**src/rtl/link_pkg.sv**
```systemverilog
// Shared types and constants for the link_peer serial partner.
package link_pkg;

  typedef enum logic [2:0] {
    S_IDLE    = 3'd0,
    S_PASSIVE = 3'd1,
    S_ACT_LO  = 3'd2,
    S_ACT_HI  = 3'd3,
    S_DONE    = 3'd4
  } link_state_e;

  localparam logic [7:0]  IDLE_BYTE = 8'hFF;
  localparam int unsigned BITCNT_W  = 4;

  // Shift one bit into the LSB of a byte, MSB falls out.
  function automatic logic [7:0] shift_in(input logic [7:0] b, input logic bit_i);
    return {b[6:0], bit_i};
  endfunction

endpackage

```
**src/rtl/link_fifo.sv**
```systemverilog
// Synchronous byte FIFO with registered head data, valid and full flags.
module link_fifo #(
  parameter int unsigned DEPTH = 4,
  parameter int unsigned WIDTH = 8
) (
  input  logic             clk,
  input  logic             rst_n,
  input  logic             push_i,
  input  logic [WIDTH-1:0] din_i,
  input  logic             pop_i,
  output logic [WIDTH-1:0] dout_o,
  output logic             valid_o,
  output logic             full_o
);

  localparam int unsigned AW = (DEPTH > 1) ? $clog2(DEPTH) : 1;
  localparam int unsigned PW = AW + 1;

  logic [WIDTH-1:0] mem_q [DEPTH];
  logic [PW-1:0]    wptr_q, wptr_d, rptr_q, rptr_d;
  logic [WIDTH-1:0] dout_q, dout_d;
  logic             valid_q, full_q;
  logic             wr_en, rd_en;

  // Pointer advance and next head selection (bypass when writing the new head slot).
  always_comb begin
    wr_en  = push_i && !full_q;
    rd_en  = pop_i && valid_q;
    wptr_d = wptr_q + PW'(wr_en);
    rptr_d = rptr_q + PW'(rd_en);
    if (wr_en && (wptr_q[AW-1:0] == rptr_d[AW-1:0])) begin
      dout_d = din_i;
    end else begin
      dout_d = mem_q[rptr_d[AW-1:0]];
    end
  end

  // Pointers and registered status/head.
  always_ff @(posedge clk or negedge rst_n) begin
    if (!rst_n) begin
      wptr_q  <= '0;
      rptr_q  <= '0;
      dout_q  <= '0;
      valid_q <= 1'b0;
      full_q  <= 1'b0;
    end else begin
      wptr_q  <= wptr_d;
      rptr_q  <= rptr_d;
      dout_q  <= dout_d;
      valid_q <= (wptr_d != rptr_d);
      full_q  <= (wptr_d[AW-1:0] == rptr_d[AW-1:0]) && (wptr_d[AW] != rptr_d[AW]);
    end
  end

  // Storage array.
  always_ff @(posedge clk) begin
    if (wr_en) begin
      mem_q[wptr_q[AW-1:0]] <= din_i;
    end
  end

  assign dout_o  = dout_q;
  assign valid_o = valid_q;
  assign full_o  = full_q;

endmodule

```
**src/rtl/link_peer.sv**
```systemverilog
// Far-end partner console for the Game Boy serial link.
// Passive when the console clocks, active (drives gb_clk_in) otherwise.
// Optional macro LINK_PEER_TIMEOUT_EN: abort a stalled passive byte.
module link_peer
  import link_pkg::*;
#(
  parameter int unsigned CLK_DIV    = 511,
  parameter int unsigned FIFO_DEPTH = 4,
  parameter int unsigned TIMEOUT    = 65535
) (
  input  logic       clk,
  input  logic       rst_n,
  input  logic       gb_clk_out,
  input  logic       gb_data_out,
  input  logic       gb_int_clock,
  output logic       gb_clk_in,
  output logic       gb_data_in,
  input  logic       go,
  input  logic [7:0] tx_data,
  input  logic       tx_valid,
  output logic       tx_ready,
  output logic [7:0] rx_data,
  output logic       rx_valid,
  input  logic       rx_ready,
  output logic       rx_overflow,
  output logic       busy
);

  localparam int unsigned HALF   = (CLK_DIV + 1) / 2;
  localparam int unsigned HALF_W = (HALF > 1) ? $clog2(HALF) : 1;

  link_state_e         state_q, state_d;
  logic [BITCNT_W-1:0] bitcnt_q, bitcnt_d;
  logic [HALF_W-1:0]   half_q, half_d;
  logic [7:0]          shreg_q, shreg_d;
  logic [7:0]          rx_sh_q, rx_sh_d;
  logic [7:0]          tx_hold_q, tx_hold_d;
  logic                tx_hold_valid_q, tx_hold_valid_d;
  logic                gb_clk_in_q, gb_clk_in_d;
  logic                gb_data_in_q, gb_data_in_d;
  logic                rx_overflow_q, rx_overflow_d;
  logic                busy_q;
  logic [2:0]          clk_sync_q;
  logic [1:0]          dat_sync_q;
  logic                clk_rise, clk_fall, gb_data_s;
  logic                push_c, fifo_full;
  logic [7:0]          start_byte;

`ifdef LINK_PEER_TIMEOUT_EN
  localparam int unsigned TO_W = $clog2(TIMEOUT + 1);
  logic [TO_W-1:0] to_cnt_q, to_cnt_d;
`else
  logic unused_timeout;
  assign unused_timeout = ^32'(TIMEOUT);
`endif

  // Two-flop synchronisers; third clock stage is the edge-detect history.
  always_ff @(posedge clk or negedge rst_n) begin
    if (!rst_n) begin
      clk_sync_q <= 3'b111;
      dat_sync_q <= 2'b11;
    end else begin
      clk_sync_q <= {clk_sync_q[1:0], gb_clk_out};
      dat_sync_q <= {dat_sync_q[0], gb_data_out};
    end
  end

  assign clk_rise  = clk_sync_q[1] & ~clk_sync_q[2];
  assign clk_fall  = ~clk_sync_q[1] & clk_sync_q[2];
  assign gb_data_s = dat_sync_q[1];

  // Next-state and datapath for the transfer FSM.
  always_comb begin
    state_d         = state_q;
    bitcnt_d        = bitcnt_q;
    half_d          = half_q;
    shreg_d         = shreg_q;
    rx_sh_d         = rx_sh_q;
    tx_hold_d       = tx_hold_q;
    tx_hold_valid_d = tx_hold_valid_q;
    gb_clk_in_d     = gb_clk_in_q;
    gb_data_in_d    = gb_data_in_q;
    rx_overflow_d   = 1'b0;
    push_c          = 1'b0;
    start_byte      = tx_hold_valid_q ? tx_hold_q : IDLE_BYTE;
`ifdef LINK_PEER_TIMEOUT_EN
    to_cnt_d        = '0;
`endif

    unique case (state_q)
      S_IDLE: begin
        gb_clk_in_d  = 1'b1;
        gb_data_in_d = tx_hold_valid_q ? tx_hold_q[7] : 1'b1;
        if (gb_int_clock && clk_fall) begin
          state_d         = S_PASSIVE;
          bitcnt_d        = '0;
          shreg_d         = start_byte;
          gb_data_in_d    = start_byte[7];
          tx_hold_valid_d = 1'b0;
        end else if (!gb_int_clock && go) begin
          // First pulse presents bit 7 immediately; shreg is pre-shifted.
          state_d         = S_ACT_LO;
          bitcnt_d        = '0;
          half_d          = HALF_W'(HALF - 1);
          gb_clk_in_d     = 1'b0;
          gb_data_in_d    = start_byte[7];
          shreg_d         = shift_in(start_byte, 1'b1);
          tx_hold_valid_d = 1'b0;
        end
      end

      S_PASSIVE: begin
        if (clk_rise) begin
          rx_sh_d      = shift_in(rx_sh_q, gb_data_s);
          shreg_d      = shift_in(shreg_q, 1'b1);
          gb_data_in_d = shreg_q[6];
          bitcnt_d     = bitcnt_q + BITCNT_W'(1);
          if (bitcnt_q == BITCNT_W'(7)) begin
            state_d = S_DONE;
          end
        end
`ifdef LINK_PEER_TIMEOUT_EN
        if (clk_rise || clk_fall) begin
          to_cnt_d = '0;
        end else if (to_cnt_q == TO_W'(TIMEOUT - 1)) begin
          state_d      = S_IDLE;
          gb_data_in_d = 1'b1;
          to_cnt_d     = '0;
        end else begin
          to_cnt_d = to_cnt_q + TO_W'(1);
        end
`endif
      end

      S_ACT_LO: begin
        if (half_q == '0) begin
          state_d     = S_ACT_HI;
          gb_clk_in_d = 1'b1;
          half_d      = HALF_W'(HALF - 1);
        end else begin
          half_d = half_q - HALF_W'(1);
        end
      end

      S_ACT_HI: begin
        if (half_q == '0) begin
          // bitcnt counts completed pulses; the 9th pulse only closes the byte.
          half_d   = HALF_W'(HALF - 1);
          bitcnt_d = bitcnt_q + BITCNT_W'(1);
          if (bitcnt_q == BITCNT_W'(8)) begin
            state_d = S_DONE;
          end else begin
            state_d     = S_ACT_LO;
            gb_clk_in_d = 1'b0;
            rx_sh_d     = shift_in(rx_sh_q, gb_data_s);
            if (bitcnt_q <= BITCNT_W'(6)) begin
              gb_data_in_d = shreg_q[7];
              shreg_d      = shift_in(shreg_q, 1'b1);
            end
          end
        end else begin
          half_d = half_q - HALF_W'(1);
        end
      end

      S_DONE: begin
        push_c        = 1'b1;
        rx_overflow_d = fifo_full;
        gb_data_in_d  = 1'b1;
        gb_clk_in_d   = 1'b1;
        state_d       = S_IDLE;
      end

      default: begin
        state_d = S_IDLE;
      end
    endcase

    // Host byte accept; placed after the FSM so a same-cycle start keeps the new byte.
    if (tx_valid && !tx_hold_valid_q) begin
      tx_hold_d       = tx_data;
      tx_hold_valid_d = 1'b1;
    end
  end

  // FSM and datapath registers.
  always_ff @(posedge clk or negedge rst_n) begin
    if (!rst_n) begin
      state_q         <= S_IDLE;
      bitcnt_q        <= '0;
      half_q          <= '0;
      shreg_q         <= IDLE_BYTE;
      rx_sh_q         <= '0;
      tx_hold_q       <= '0;
      tx_hold_valid_q <= 1'b0;
      gb_clk_in_q     <= 1'b1;
      gb_data_in_q    <= 1'b1;
      rx_overflow_q   <= 1'b0;
      busy_q          <= 1'b0;
    end else begin
      state_q         <= state_d;
      bitcnt_q        <= bitcnt_d;
      half_q          <= half_d;
      shreg_q         <= shreg_d;
      rx_sh_q         <= rx_sh_d;
      tx_hold_q       <= tx_hold_d;
      tx_hold_valid_q <= tx_hold_valid_d;
      gb_clk_in_q     <= gb_clk_in_d;
      gb_data_in_q    <= gb_data_in_d;
      rx_overflow_q   <= rx_overflow_d;
      busy_q          <= (state_d != S_IDLE);
    end
  end

`ifdef LINK_PEER_TIMEOUT_EN
  // Passive idle watchdog counter.
  always_ff @(posedge clk or negedge rst_n) begin
    if (!rst_n) begin
      to_cnt_q <= '0;
    end else begin
      to_cnt_q <= to_cnt_d;
    end
  end
`endif

  link_fifo #(
    .DEPTH (FIFO_DEPTH),
    .WIDTH (8)
  ) u_rx_fifo (
    .clk     (clk),
    .rst_n   (rst_n),
    .push_i  (push_c),
    .din_i   (rx_sh_q),
    .pop_i   (rx_ready),
    .dout_o  (rx_data),
    .valid_o (rx_valid),
    .full_o  (fifo_full)
  );

  assign gb_clk_in   = gb_clk_in_q;
  assign gb_data_in  = gb_data_in_q;
  assign tx_ready    = ~tx_hold_valid_q;
  assign rx_overflow = rx_overflow_q;
  assign busy        = busy_q;

endmodule
```
**config.mk**
```make
export PLATFORM = sky130hd
export DESIGN_NAME = link_peer
export DESIGN_NICKNAME = d
export VERILOG_FILES = /design/src/rtl/link_pkg.sv /design/src/rtl/link_fifo.sv /design/src/rtl/link_peer.sv
export SDC_FILE = /design/constraint.sdc
export NUM_CORES = 1
export LEC_CHECK = 0
export BUFFER_PORTS_ARGS = -buffer_cell sky130_fd_sc_hd__buf_4
export CORE_MARGIN = 2
export CORE_UTILIZATION = 50
export CTS_BUF_LIST = sky130_fd_sc_hd__clkbuf_2 sky130_fd_sc_hd__clkbuf_4 sky130_fd_sc_hd__clkbuf_8
export DETAILED_ROUTE_END_ITERATION = 7
export PLACE_DENSITY = 0.68
export SYNTH_ARGS = -nofsm -noshare
export SYNTH_HDL_FRONTEND = slang
export SYNTH_HIERARCHICAL = 1
export SYNTH_SLANG_ARGS = --single-unit
```
**constraint.sdc**
```tcl
create_clock -name clk -period 3.3 [get_ports clk]
set_clock_uncertainty 0.2 [all_clocks]
set_input_delay 0.66 -clock clk [delete_from_list [all_inputs] [get_ports clk]]
set_output_delay 0.66 -clock clk [all_outputs]
set_load 0.02 [all_outputs]
```
[Yosys cells after proc, flatten, opt, wreduce, memory -nomap -nowiden]
Memory sizes are Yosys's and may differ from the RTL's. A register that Yosys moved wholly into a read port is not among the register bits.
Index checks and enable logic that the tools add are counted.
Word-level totals
  flip-flop bits (word level): 57
  memory bits (writable): 32
  input bits: 16
  output and inout bits: 14
  word-level logic and storage cells: 124
  memories: 1
Cells by class
  $add $sub $neg: 4
  $lt $le $gt $ge: 1
  equal/unequal tests: 17
  multiplexer cells: 51
  bitwise operators: 5
  reductions and logical operators: 28
Memory list
  u_rx_fifo.mem_q: depth 4, bits a word 8, read ports 1, clocked after memory_dff 1, wr ports 1, RTL line link_fifo.sv:19  | logic [WIDTH-1:0] mem_q [DEPTH];
Operators by type and width (count)
  8-bit two-way mux: 13
  8-bit one-hot mux with 2 select lines: 2
  8-bit one-hot mux with 3 select lines: 1
  3-bit two-way mux: 7
  1-bit two-way mux: 20
  4-bit two-way mux: 4
  2-bit inequality test, second input constant: 7
  3-bit one-hot mux with 4 select lines: 1
  4-bit one-hot mux with 3 select lines: 1
  4-bit AND reduction: 3
  3-bit nonzero test: 3
  8-bit zero test: 1
  1-bit one-hot mux with 4 select lines: 2
  4-bit nonzero test: 2
  8-bit by 1-bit subtractor with 8-bit output, second input constant: 1
  3-bit by 1-bit adder with 3-bit output: 2
  3-bit by 2-bit equality test with 1-bit output, second input constant: 2
  1-bit logical AND: 6
  6-bit AND reduction: 1
  2-bit nonzero test: 3
  5-bit AND reduction: 1
  4-bit by 1-bit adder with 4-bit output, second input constant: 1
  4-bit by 3-bit equality test with 1-bit output, second input constant: 1
  4-bit equality test, second input constant: 1
  14 further kinds: 20

[Depth between registers and ports, before layout]
  depth in word-level cells: 6
  mapped depth: 9
  gate-level depth less buffers: 8

[Hierarchy]
Netlist, hierarchy kept.
By module, submodules not included
  link_peer: instances 1, cells each 226, area each 2503.7 um^2, sequential area each 1244.9 um^2
  link_fifo: instances 1, cells each 88, area each 1876.8 um^2, sequential area each 1361.3 um^2

[Worst setup path after synthesis]
No wires, ideal clock.
  path kind: input to register
  from: input port rx_ready
  to: register u_rx_fifo.dout_q[0] (netlist: u_rx_fifo/dout_o[0]) (read register of u_rx_fifo.mem_q)
  setup time: 0.125 ns
  arrival time: 2.127 ns
  required time: 2.975 ns
  slack: 0.848 ns
  stages: 7
  path buffers: 1
  cell sequence: and2_1 > ha_1 > ha_1 > buf_6 > xnor2_1 > nand3_4 > mux2_4
Between the ends
  cells in the longest elaborated chain, start to end: 2
RTL lines
  from (decl): RTL line link_peer.sv:24  | input logic rx_ready,
  1-bit logical AND: RTL line link_fifo.sv:28  | rd_en = pop_i && valid_q;
  3-bit by 1-bit adder with 3-bit output: RTL line link_fifo.sv:30  | rptr_d = rptr_q + PW'(rd_en);
  via u_rx_fifo.rptr_d[1]: RTL line link_fifo.sv:20  | logic [PW-1:0] wptr_q, wptr_d, rptr_q, rptr_d;
  to (decl): RTL line link_fifo.sv:21  | logic [WIDTH-1:0] dout_q, dout_d;
The timed path passes the listed nets, and every way through them passes these cells.
A chain may end at the register's enable or synchronous reset.

[Worst setup path in the final report]
  from: register half_q[0]
  to: register rx_sh_q[1]
Between the ends
  cells in the longest elaborated chain, start to end: 3
RTL lines
  from (decl): RTL line link_peer.sv:34  | logic [HALF_W-1:0] half_q, half_d;
  from (signal assigned): RTL line link_peer.sv:203  | half_q <= half_d;
  8-bit zero test: RTL line link_peer.sv:146  | if (half_q == '0) begin
  2-bit inequality test (no source line)
  4-bit AND reduction (no source line)
  to (signal assigned): RTL line link_peer.sv:205  | rx_sh_q <= rx_sh_d;
  to (decl): RTL line link_peer.sv:36  | logic [7:0] rx_sh_q, rx_sh_d;
Every way passes these cells.

==> flow_summary.yaml <==
cts:
  cts_buffer_depth: 2
  tritoncts: "built"
  clkLatencyLatePin_ns: 0.36
  cts-root-buf: "clkbuf_8"
  path_clk_slew_ns: 0.10
  cts_hold_buf: 0
  clock-sinks: 97
  cts_setup_buffers: 0
  htreeDepth: 3
  post_cts_resized: 0
  cts_buffers: 9
grt:
  grt_pass1_vias: 2645
  grt_pass1_wl_mm: 13.4
  grt-ovfl-total: 0
  antenna_found_initial: 0
  grt_max_degree: 66
  grt_usage_pct: 18.0
synthesis:
  syn_nets: 338
  avgSynthCellArea_um2: 14.0
  synth-seq-cells: 97
  synth_top_area_share_pct: 28.6
  yosysTopAreaCell: "dfrtp_1"
  synth_top_flop_cell: "dfrtp_1"
  synth_cells: 314
  netlist_top_cells_area: "dfrtp_1 (29%), edfxtp_1 (22%), dfstp_2 (9.0%)"
  synth.distinct_cells: 59
  async_flop_share_pct: 67.0
  synth_area_um2: 4380
  synth_seq_area_share_pct: 59.5
  ys_warn_count: 6
  synth-edff-count: 32
layout:
  fillers: 728
  antennaDiodeCount: 0
  drive_gt1_share_pct: 32.9
  nets: 375
  fin_cells: 464
  areaGrowthSynthToFinish_pct: 12.1
run_status:
  status: "completed"
timing:
  finalSetupTns_ns: 0
  final.setup.worst_slack_ns: 0.826
  holdWs_ns: 0.163
  setup_viol: 0
  rsz0062_at_grt: "no"
  finalCriticalPeriod_ns: 2.47
  relSlewSlack_pct: 44.4
  slew_viol_final: 0
  fin_crit_sh_pct: 75.0
  fmax_mhz: 404
  final-hold-violation-count: 0
  tightest_slew_ns: 0.834
worst_setup_path:
  crit_path_start_kind: "register"
  r2r_start: "half_q[0]"
  cp_max_fo: 8
  path_class: "reg -> reg"
  worstPathArrival_ns: 2.53
  crit_path_end_kind: "register"
  cp-startpoint: "half_q[0]"
  cp.required_ns: 3.36
place:
  place_ws_ns: 0.476
  placed_cells: 448
  numPortBuffers: 29
  dpl.hpwl_mm: 5.28
  place.gp.congestion: 0.789
drt:
  drt_iter0_markers: 118
  avgViaCountPerCell: 5.60
  remaining_drc_errors: 0
  avgRoutedWirePerCell_um: 17.0
  via_count: 2600
  ant_nets: 0
  routed_wirelength_mm: 7.87
  firstDrtPassIters: 4
flow_run:
  max_cap_viol_count: 0
floorplan:
  die_height_um: 97.6
  io_pins: 30
  row_count: 34
  dieArea_um2: 9530
  design.core.area_um2: 8590
  start_util_pct: 51.0
  fp.dieW_um: 97.6
hold_path:
  hp-start: "dat_sync_q[0]"
  hold_path_class: "reg -> reg"
power_and_ir_drop:
  peakVddDrop_mv: 0.372
  p_leak_nw: 2.00
  p_per_area_nw_per_um2: 816
[per-layer routing]
layer  global-route usage (%)  routed length, um  vias up
met5                        0                  0        -
met4                     8.87                173        0
met3                     2.73                292       13
met2                     27.5               3700       63
met1                     25.5               3710     1294
li1                         -                  -     1230
[power by group]
group          internal (mW)  leakage, nW  switching, mW
Combinational          0.746        0.861          0.663
Clock                  0.290       0.0976          0.443
Sequential              1.59         1.05          0.273
[registers in the layout, indices dropped and copies added, names as in the netlist]
| register | cells |
|---|---|
| u_rx_fifo/rptr_q | 3 |
| u_rx_fifo/dout_o | 8 |
| tx_hold_valid_q | 1 |
| u_rx_fifo/wptr_q | 3 |
| state_q | 3 |
| tx_hold_q | 8 |
| dat_sync_q | 2 |
| half_q | 8 |
| clk_sync_q | 3 |
| busy | 1 |
| shreg_q | 8 |
| gb_clk_in | 1 |
| rx_overflow | 1 |
| rx_sh_q | 8 |
| gb_data_in | 1 |
| bitcnt_q | 4 |
| u_rx_fifo/full_o | 1 |
| u_rx_fifo/mem_q | 32 |
| u_rx_fifo/valid_o | 1 |
[cells by family after synthesis]
| logic type | synth area share (%) |
|---|---|
| and+or+nand+nor | 12.0 |
| adders and majority gates | 2.29 |
| xor gates and xnor gates | 2.57 |
| AOI/OAI and AO/OA | 7.23 |
| DFF | 59.5 |
| muxes | 14.5 |
| buffers and inverters | 1.97 |
[worst max-delay path, cell delays in order (launching register included)]
cell	delay (ns)
dfrtp_1	0.42
inv_1	0.07
ha_1	0.21
nor4b_4	0.47
nand4b_1	0.23
a21oi_4	0.38
mux2_2	0.38
[path summary, 6_finish.rpt]
| check | endpoint | slack [ns] | depth (start not counted) |
|---|---|---|---|
| min reg2reg | dat_sync_q[1] | 0.16 | 0 |
| max reg2reg | rx_sh_q[1] | 0.83 | 6 |
| min | dat_sync_q[1] | 0.16 | 0 |
| min in group asynchronous | half_q[0] | 0.18 | 1 |
| max | rx_sh_q[1] | 0.83 | 6 |
| max in group asynchronous | rx_sh_q[6] | 2.17 | 1 |
[per-stage QoR]
step	util [%]	instance area, um2	total power [mW]
4_1_cts	57.2	4910	4.04
3_3_place_gp	55.0	4730	3.25
5_1_grt	57.2	4910	4.27
2_1_floorplan	-	4380	2.94
6_report	57.2	4910	4.01
3_5_place_dp	55.0	4730	3.31
[layout by cell type, fill, tap and decap left out, drive strengths merged, types with 4 or more instances in the layout]
cell | Yosys | layout
a21oi | 7 | 7
a31oi | 8 | 8
and3 | 4 | 4
and3b | 4 | 4
buf | 5 | 35
clkbuf | 4 | 9
clkinv | 0 | 4
dfrtp | 50 | 50
dfstp | 15 | 15
edfxtp | 32 | 32
ha | 8 | 8
inv | 9 | 12
mux2 | 34 | 34
mux2i | 4 | 4
mux4 | 8 | 8
nand2 | 28 | 28
nand2b | 6 | 6
nor2 | 16 | 16
nor2b | 9 | 9
nor3 | 7 | 7
nor3b | 4 | 4
o2111ai | 4 | 4
o21ai | 4 | 4
xnor2 | 5 | 5
xor2 | 7 | 7
[synth_stat cells, types with 6 or more instances]
| library cell | instances |
|---|---|
| dfrtp_1 | 50 |
| edfxtp_1 | 32 |
| nand2_1 | 28 |
| mux2_2 | 25 |
| nor2_1 | 16 |
| dfstp_2 | 15 |
| inv_1 | 9 |
| nor2b_1 | 9 |
| a31oi_1 | 8 |
| ha_1 | 8 |
| mux2_4 | 8 |
| mux4_2 | 8 |
| xor2_1 | 7 |
| nand2b_1 | 6 |
| nor3_1 | 6 |
[cell type report]
class,instances,area [um2],share of cell area [%]
clock buffer,9,124,2.52
clock inverter,7,62.6,1.27
inverter,9,33.8,0.688
multi-input combinational,199,1690,34.4
sequential,97,2610,53.1
tap,108,135,2.75
timing repair buffer,35,263,5.35
(Power assumes the default switching activity.)
